## src/rtl/i2c_seq_pkg.sv

```systemverilog
// Shared types and register encodings for the i2c_seq master-transaction sequencer.
package i2c_seq_pkg;

  typedef enum logic [3:0] {
    S_IDLE, S_LOAD, S_GO, S_WAIT_IRQ, S_RD_STAT, S_CLR, S_CHECK,
    S_RD_DATA, S_STOP_WR, S_STOP_POLL, S_ABORT, S_DONE
  } state_t;

  typedef enum logic [2:0] {
    PH_DEV_W, PH_REG, PH_WDATA, PH_DEV_R, PH_RDATA
  } phase_t;

  localparam int CTRL_EN   = 7;
  localparam int CTRL_IEN  = 6;
  localparam int CTRL_MSTA = 5;
  localparam int CTRL_MRD  = 4;
  localparam int CTRL_NACK = 3;
  localparam int CTRL_RSTA = 2;

  localparam int STAT_DONE   = 7;
  localparam int STAT_BUSY   = 6;
  localparam int STAT_ARB    = 5;
  localparam int STAT_RXNACK = 4;
  localparam int STAT_IRQ    = 0;

  localparam logic [1:0] ERR_OK   = 2'b00;
  localparam logic [1:0] ERR_NACK = 2'b01;
  localparam logic [1:0] ERR_ARB  = 2'b10;
  localparam logic [1:0] ERR_TO   = 2'b11;

  localparam logic [7:0] CTRL_GO   = 8'hE0;
  localparam logic [7:0] CTRL_STOP = 8'hC0;
  localparam logic [7:0] CTRL_OFF  = 8'h00;

  // CTRL value that launches one byte in the given phase.
  function automatic logic [7:0] go_ctrl(input phase_t ph);
    logic [7:0] v;
    v = CTRL_GO;
    if (ph == PH_DEV_R) v[CTRL_RSTA] = 1'b1;
    if (ph == PH_RDATA) begin
      v[CTRL_MRD]  = 1'b1;
      v[CTRL_NACK] = 1'b1;
    end
    return v;
  endfunction

endpackage

```

## src/rtl/i2c_wb_master.sv

```systemverilog
// Single-access Wishbone master: one start launches one access, done pulses on its ack.
module i2c_wb_master (
  input  logic       clk,
  input  logic       rst_n,
  input  logic       start,
  input  logic       we,
  input  logic [7:0] addr,
  input  logic [7:0] wdata,
  output logic       done,
  output logic [7:0] rdata,
  output logic [7:0] wb_add_o,
  output logic [7:0] wb_data_o,
  output logic       wb_we_o,
  output logic       wb_stb_o,
  output logic       wb_cyc_o,
  input  logic [7:0] wb_data_i,
  input  logic       wb_ack_i
);

  logic       stb_q, stb_d;
  logic       we_q, we_d;
  logic [7:0] add_q, add_d;
  logic [7:0] dat_q, dat_d;

  always_comb begin
    // NOTE: every always_comb output gets a default first so no latch is inferred.
    stb_d = stb_q;
    we_d  = we_q;
    add_d = add_q;
    dat_d = dat_q;
    if (stb_q) begin
      if (wb_ack_i) begin
        stb_d = 1'b0;
        we_d  = 1'b0;
        add_d = 8'h00;
        dat_d = 8'h00;
      end
    end else if (start) begin
      stb_d = 1'b1;
      we_d  = we;
      add_d = addr;
      dat_d = we ? wdata : 8'h00;
    end
  end

  always_ff @(posedge clk or negedge rst_n) begin
    if (!rst_n) begin
      // NOTE: sequential state uses non-blocking assignments so every flop sees pre-edge values.
      stb_q <= 1'b0;
      we_q  <= 1'b0;
      add_q <= 8'h00;
      dat_q <= 8'h00;
    end else begin
      stb_q <= stb_d;
      we_q  <= we_d;
      add_q <= add_d;
      dat_q <= dat_d;
    end
  end

  // An ack outside an active strobe never completes anything.
  assign done      = stb_q & wb_ack_i;
  assign rdata     = wb_data_i;
  assign wb_add_o  = add_q;
  assign wb_data_o = dat_q;
  assign wb_we_o   = we_q;
  assign wb_stb_o  = stb_q;
  assign wb_cyc_o  = stb_q;

endmodule

```

## src/rtl/i2c_seq.sv

```systemverilog
// Sequencer that runs single-byte I2C register writes/reads by programming the i2c_blk core.
module i2c_seq
  import i2c_seq_pkg::*;
#(
  parameter logic [7:0] ADDR_CTRL = 8'h00,
  parameter logic [7:0] ADDR_STAT = 8'h01,
  parameter logic [7:0] ADDR_DATA = 8'h02,
  parameter int         TO_CYCLES = 4096,
  parameter int         TO_W      = 13
) (
  input  logic       wb_clk_i,
  input  logic       wb_rst_n_i,
  input  logic       req_valid,
  output logic       req_ready,
  input  logic       req_rw,
  input  logic [6:0] req_dev,
  input  logic [7:0] req_reg,
  input  logic [7:0] req_wdata,
  output logic       rsp_valid,
  output logic [1:0] rsp_err,
  output logic [7:0] rsp_rdata,
  output logic [7:0] wb_add_o,
  output logic [7:0] wb_data_o,
  output logic       wb_we_o,
  output logic       wb_stb_o,
  output logic       wb_cyc_o,
  input  logic [7:0] wb_data_i,
  input  logic       wb_ack_i,
  input  logic       irq
);

  state_t          state_q, state_d;
  phase_t          phase_q, phase_d;
  logic            issued_q, issued_d;
  logic [TO_W-1:0] to_cnt_q, to_cnt_d;
  logic            rw_q, rw_d;
  logic [6:0]      dev_q, dev_d;
  logic [7:0]      reg_q, reg_d;
  logic [7:0]      wdata_q, wdata_d;
  logic            arb_q, arb_d;
  logic            nack_q, nack_d;
  logic            rsp_valid_q, rsp_valid_d;
  logic [1:0]      rsp_err_q, rsp_err_d;
  logic [7:0]      rsp_rdata_q, rsp_rdata_d;

  logic            acc_req, acc_we, start, done;
  logic [7:0]      acc_addr, acc_wdata, acc_rdata, load_byte;
  logic            abort_now, timed_out;
  logic [1:0]      abort_err;

  i2c_wb_master u_wb (
    .clk       (wb_clk_i),
    .rst_n     (wb_rst_n_i),
    .start     (start),
    .we        (acc_we),
    .addr      (acc_addr),
    .wdata     (acc_wdata),
    .done      (done),
    .rdata     (acc_rdata),
    .wb_add_o  (wb_add_o),
    .wb_data_o (wb_data_o),
    .wb_we_o   (wb_we_o),
    .wb_stb_o  (wb_stb_o),
    .wb_cyc_o  (wb_cyc_o),
    .wb_data_i (wb_data_i),
    .wb_ack_i  (wb_ack_i)
  );

  // Fires on the TO_CYCLES-th cycle spent waiting since the counter was reloaded.
  assign timed_out = (to_cnt_q >= TO_W'(TO_CYCLES - 1));

  always_comb begin
    load_byte = 8'h00;
    case (phase_q)
      PH_DEV_W: load_byte = {dev_q, 1'b0};
      PH_REG:   load_byte = reg_q;
      PH_WDATA: load_byte = wdata_q;
      PH_DEV_R: load_byte = {dev_q, 1'b1};
      default:  load_byte = 8'h00;
    endcase
  end

  always_comb begin
    state_d     = state_q;
    phase_d     = phase_q;
    issued_d    = issued_q;
    to_cnt_d    = to_cnt_q;
    rw_d        = rw_q;
    dev_d       = dev_q;
    reg_d       = reg_q;
    wdata_d     = wdata_q;
    arb_d       = arb_q;
    nack_d      = nack_q;
    rsp_err_d   = rsp_err_q;
    rsp_rdata_d = rsp_rdata_q;
    acc_req     = 1'b0;
    acc_we      = 1'b0;
    acc_addr    = ADDR_CTRL;
    acc_wdata   = 8'h00;
    start       = 1'b0;
    abort_now   = 1'b0;
    abort_err   = ERR_OK;

    case (state_q)
      S_IDLE: if (req_valid) begin
        rw_d        = req_rw;
        dev_d       = req_dev;
        reg_d       = req_reg;
        wdata_d     = req_wdata;
        phase_d     = PH_DEV_W;
        rsp_err_d   = ERR_OK;
        rsp_rdata_d = 8'h00;
        state_d     = S_LOAD;
      end
      S_LOAD: begin
        acc_req   = 1'b1;
        acc_we    = 1'b1;
        acc_addr  = ADDR_DATA;
        acc_wdata = load_byte;
        if (done) state_d = S_GO;
      end
      S_GO: begin
        acc_req   = 1'b1;
        acc_we    = 1'b1;
        acc_wdata = go_ctrl(phase_q);
        if (done) begin
          state_d  = S_WAIT_IRQ;
          to_cnt_d = '0;
        end
      end
      S_WAIT_IRQ: begin
        if (irq) begin
          state_d = S_RD_STAT;
        end else if (timed_out) begin
          abort_now = 1'b1;
          abort_err = ERR_TO;
        end else begin
          to_cnt_d = to_cnt_q + 1'b1;
        end
      end
      S_RD_STAT: begin
        acc_req  = 1'b1;
        acc_addr = ADDR_STAT;
        if (done) begin
          arb_d   = acc_rdata[STAT_ARB];
          nack_d  = acc_rdata[STAT_RXNACK];
          state_d = S_CLR;
        end
      end
      S_CLR: begin
        acc_req   = 1'b1;
        acc_we    = 1'b1;
        acc_addr  = ADDR_STAT;
        acc_wdata = 8'h00;
        if (done) state_d = S_CHECK;
      end
      S_CHECK: begin
        if (arb_q) begin
          abort_now = 1'b1;
          abort_err = ERR_ARB;
        end else if (nack_q && phase_q != PH_RDATA) begin
          abort_now = 1'b1;
          abort_err = ERR_NACK;
        end else begin
          case (phase_q)
            PH_DEV_W: begin phase_d = PH_REG;   state_d = S_LOAD; end
            PH_REG:   begin phase_d = rw_q ? PH_DEV_R : PH_WDATA; state_d = S_LOAD; end
            PH_WDATA: state_d = S_STOP_WR;
            PH_DEV_R: begin phase_d = PH_RDATA; state_d = S_GO; end
            default:  state_d = S_RD_DATA;
          endcase
        end
      end
      S_RD_DATA: begin
        acc_req  = 1'b1;
        acc_addr = ADDR_DATA;
        if (done) begin
          rsp_rdata_d = acc_rdata;
          state_d     = S_STOP_WR;
        end
      end
      S_STOP_WR: begin
        acc_req   = 1'b1;
        acc_we    = 1'b1;
        acc_wdata = CTRL_STOP;
        if (done) begin
          state_d  = S_STOP_POLL;
          to_cnt_d = '0;
        end
      end
      S_STOP_POLL: begin
        acc_req  = 1'b1;
        acc_addr = ADDR_STAT;
        to_cnt_d = to_cnt_q + 1'b1;
        if (done && !acc_rdata[STAT_BUSY]) begin
          state_d = S_DONE;
        end else if (!issued_q && timed_out) begin
          abort_now = 1'b1;
          abort_err = ERR_TO;
        end
      end
      S_ABORT: begin
        acc_req   = 1'b1;
        acc_we    = 1'b1;
        acc_wdata = CTRL_OFF;
        if (done) state_d = S_DONE;
      end
      S_DONE:  state_d = S_IDLE;
      default: state_d = S_IDLE;
    endcase

    if (acc_req && !issued_q) begin
      start    = 1'b1;
      issued_d = 1'b1;
    end
    if (done) issued_d = 1'b0;

    // The disabling CTRL write is launched in the same cycle the error is found.
    if (abort_now) begin
      start     = 1'b1;
      acc_we    = 1'b1;
      acc_addr  = ADDR_CTRL;
      acc_wdata = CTRL_OFF;
      issued_d  = 1'b1;
      rsp_err_d = abort_err;
      state_d   = S_ABORT;
    end
  end

  assign rsp_valid_d = (state_d == S_DONE);

  always_ff @(posedge wb_clk_i or negedge wb_rst_n_i) begin
    if (!wb_rst_n_i) begin
      state_q     <= S_IDLE;
      phase_q     <= PH_DEV_W;
      issued_q    <= 1'b0;
      to_cnt_q    <= '0;
      rw_q        <= 1'b0;
      dev_q       <= 7'h00;
      reg_q       <= 8'h00;
      wdata_q     <= 8'h00;
      arb_q       <= 1'b0;
      nack_q      <= 1'b0;
      rsp_valid_q <= 1'b0;
      rsp_err_q   <= ERR_OK;
      rsp_rdata_q <= 8'h00;
    end else begin
      state_q     <= state_d;
      phase_q     <= phase_d;
      issued_q    <= issued_d;
      to_cnt_q    <= to_cnt_d;
      rw_q        <= rw_d;
      dev_q       <= dev_d;
      reg_q       <= reg_d;
      wdata_q     <= wdata_d;
      arb_q       <= arb_d;
      nack_q      <= nack_d;
      rsp_valid_q <= rsp_valid_d;
      rsp_err_q   <= rsp_err_d;
      rsp_rdata_q <= rsp_rdata_d;
    end
  end

  assign req_ready = (state_q == S_IDLE);
  assign rsp_valid = rsp_valid_q;
  assign rsp_err   = rsp_err_q;
  assign rsp_rdata = rsp_rdata_q;

endmodule

```

## config.mk

```make
export PLATFORM = sky130hd
export DESIGN_NAME = i2c_seq
export DESIGN_NICKNAME = d
export VERILOG_FILES = /design/src/rtl/i2c_seq_pkg.sv /design/src/rtl/i2c_wb_master.sv /design/src/rtl/i2c_seq.sv
export SDC_FILE = /design/constraint.sdc
export NUM_CORES = 1
export LEC_CHECK = 0
export CAP_MARGIN = 20
export CORE_UTILIZATION = 48
export CTS_CLUSTER_SIZE = 8
export DETAILED_ROUTE_END_ITERATION = 16
export GPL_TIMING_DRIVEN = 0
export MAX_ROUTING_LAYER = met4
export PLACE_DENSITY = 0.77
export SLEW_MARGIN = 10
export SYNTH_ARGS = -nofsm -noshare
export SYNTH_HDL_FRONTEND = slang
export SYNTH_SLANG_ARGS = --single-unit
```

## constraint.sdc

```tcl
create_clock -name wb_clk_i -period 1.9 [get_ports wb_clk_i]
set_input_delay 0.475 -clock wb_clk_i [delete_from_list [all_inputs] [get_ports wb_clk_i]]
set_output_delay 0.475 -clock wb_clk_i [all_outputs]
set_load 0.01 [all_outputs]
```

==> impl_metrics.json <==
{
  "status": "finished with violations",
  "violations": "setup timing",
  "drtPass1Iterations": 4,
  "numClockSinks": 70,
  "clock_tree.buffer_depth": 2,
  "leakage_nw": 2.40,
  "postLayoutSetupSlackWorst_ns": -0.174,
  "grt_overflow": 0,
  "cts-htree-levels": 3,
  "vdd_drop_max_v": 0.000782,
  "yosys-top-cells-area": "dfrtp_1, nand2_1, mux2i_1",
  "routedWlPerCell_um": 16.3,
  "achievable-frequency_mhz": 482,
  "floorplan.die.height_um": 92.0,
  "grt_overall_usage_pct": 26.9,
  "cp-end-kind": "flip-flop",
  "switchingPower_mw": 3.16,
  "timing.reg2reg.setup_slack_ns": -0.17,
  "num_antenna_cells": 0,
  "drc": 0,
  "clock-root-buffer": "clkbuf_8",
  "critPathKind": "flip-flop to flip-flop",
  "vias_per_cell": 5.65,
  "detail-route-antenna-nets": 0,
  "power.share.clock_pct": 16.1,
  "yosysSeqAreaShare_pct": 45.1,
  "power_density_mw_per_mm2": 1400,
  "synth.lib_cells_used.distinct": 66,
  "fin_crit_ns": 2.07,
  "clkLatencyLatePin_ns": 0.36,
  "fin_total_pwr_mw": 7.60,
  "critPathMaxFanout": 5,
  "die_area_mm2": 0.00846,
  "skew_ns": 0.00411,
  "finalHoldViolations": 0,
  "final_core_util_pct": 69.7,
  "yosysMostFrequentCell": "nand2_1",
  "cp_num_buf_inv": 1,
  "worstHoldPathType": "input port to asynchronous set/reset pin",
  "power_report.internal_total_mw": 4.44,
  "grt_setup_unrepaired": "yes",
  "grt_antenna_before_repair": 0,
  "crit_start": "to_cnt_q[1]",
  "arrival_ns": 2.30,
  "p_comb_share_pct": 51.8,
  "synthTopCellsByCount": "nand2_1, dfrtp_1, mux2i_1",
  "drive_above_1_share_pct": 23.7,
  "syn-cell-area_mm2": 0.00389,
  "hold_ws_ns": 0.0299,
  "fp-row-count": 32,
  "setup_total_neg_slack_ns": -2.14,
  "vias": 3696,
  "gpl.final_weighted_congestion": 0.921,
  "tritoncts": "done",
  "io_buffers": 61,
  "vias_in_the_first_global_route": 3644,
  "core_region_area_mm2": 0.00777,
  "synth_area_leader": "dfrtp_1",
  "synth_edf_count": 0,
  "start_kind": "flip-flop",
  "num_io_pins": 68,
  "grt_pass1_wl_um": 17300,
  "timing.critical_path.required_ns": 2.13,
  "asyncSetResetFlopFracSynth_pct": 100,
  "rr_worst_depth": 7,
  "regToRegStartpoint": "to_cnt_q[1]",
  "area_growth_syn_to_layout_pct": 39.3,
  "dr.first_iter.drc_count": 286,
  "ys_ff_latch": 70,
  "maximum_number_of_pins_on_one_net_before_global_route_repair": 45,
  "synthesis.yosys.warnings": 0,
  "post-route-period-util_pct": 109,
  "timing.critical_path.depth": 7,
  "post-dp-hpwl_um": 6980,
  "clkTransAtPathRegs_ns": 0.08,
  "finalMaxSlewViolations": 0,
  "category_of_cells_accounting_for_the_largest_share_of_critical_path_delay": "compound AO/OA/AOI/OAI gates",
  "maxCapViolations": 0,
  "regToRegEndpoint": "to_cnt_q[8]",
  "fillerInstances": 625,
  "synth_top_flop_cell": "dfrtp_1",
  "switching_share_pct": 41.6,
  "worst_path_max_stage_delay_ns": 0.47,
  "die_w_um": 92.0,
  "start_util_pct": 50.0,
  "timing.critical_path.to": "to_cnt_q[8]",
  "nets": 585,
  "finalWirelength_um": 10700,
  "relSlewSlack_pct": 65.3,
  "worstPathCellList": "ha_2 -> a21oi_4 -> nor4_2 -> a221o_2 -> clkbuf_8 -> o31ai_1 -> a21oi_2",
  "cp_slowest_cell": "a221o_2",
  "dpl_worst_slack_ns": -0.962,
  "cts_buffers": 9,
  "max_slew.worst_pin.slew_ns": 0.518,
  "finalSetupViolations": 24,
  "share_seq_of_total_power_pct": 32.1,
  "synthesized_netlist_cell_count": 438,
  "synth_top_cell_area_share_pct": 45.1,
  "mean_instance_size_in_the_synthesized_netlist_um2": 8.88
}
-- power groups by stage --
stage | Clock [mW] | Combinational [mW] | Sequential, mW
final | 1.22 | 3.94 | 2.44
after global routing | 1.29 | 4.28 | 2.50
after CTS | 1.24 | 3.72 | 2.41
after detailed placement | 0 | 3.16 | 2.43
after global placement | 0 | 3.12 | 2.41
after floorplan | 0 | 2.14 | 2.38
-- sequential cells by signal, indices dropped and copies added, names as in the netlist, 3 cells and up --
name and flops:
dev_q 7, phase_q 3, reg_q 8, rsp_rdata 8
state_q 4, to_cnt_q 13, u_wb.wb_data_o 8, wdata_q 8
-- stage by stage --
step                      cells  area [µm²]
after floorplan             443        3920
after CTS                   646        5270
after global placement      606        4660
after global routing        654        5420
after detailed placement    607        4670
final                       654        5420
-- cell type report --
cell class	count	area (µm²)	area share (%)
Timing Repair Buffer	97	908	16.8
Clock inverter	7	73.8	1.36
Multi-Input combinational cell	326	2160	39.9
Inverter	14	52.6	0.970
Sequential cell	70	1750	32.4
Buffer	29	213	3.93
Tap cell	102	128	2.36
Clock buffer	9	124	2.29
-- per-layer routing --
layer  global-route usage (%)  wire length [µm]
met5                        -                 0
met4                     13.8               327
met3                     4.31               477
met2                     44.2              5450
met1                     32.0              4400
-- placed cells by master, fill, tap and decap left out, types with 6 or more instances in the layout --
cell type,synthesis,layout
a21oi_1,15,10
a22o_1,9,9
a31oi_1,7,7
and2_1,6,6
buf_4,9,42
buf_6,0,7
clkbuf_8,0,11
clkdlybuf4s50_1,0,56
conb_1,1,6
dfrtp_1,70,68
inv_1,14,13
mux2i_1,21,21
nand2_1,115,112
nand3_1,10,10
nor2_1,14,12
o21ai_0,16,14
-- logic make-up (layout without fill, tap and decap cells) --
| logic type | after synthesis | after routing | synth area share [%] |
|---|---|---|---|
| simple gates | 198 | 198 | 24.6 |
| xor+xnor | 5 | 5 | 1.13 |
| buf+inv | 48 | 156 | 5.79 |
| other cells | 1 | 6 | 0.0965 |
| fa+ha+maj | 1 | 1 | 0.322 |
| compound gates | 92 | 93 | 17.0 |
| mux | 23 | 23 | 5.99 |
| flops | 70 | 70 | 45.1 |
-- repair_timing --
item / 4_1_cts / 5_1_grt
hold endpoints to repair: 0 / 0
cloned: 3 / 0
hold buffers: 0 / 0
endpoints found under the setup margin: 62 / 49
pin swaps: 21 / 7
gates resized for setup: 66 / 25
buffers inserted: 24 / 9
-- worst min-delay path by stage --
stage,startpoint,cells past startpoint,endpoint
after floorplan,wb_rst_n_i,0,arb_q
after global placement,reg_q[5],2,reg_q[5]
after detailed placement,wb_rst_n_i,1,to_cnt_q[3]
after CTS,wb_rst_n_i,1,to_cnt_q[3]
after global routing,wb_rst_n_i,1,to_cnt_q[8]
final,wb_rst_n_i,1,to_cnt_q[3]
No activity file was read; power rests on OpenSTA's default activity.
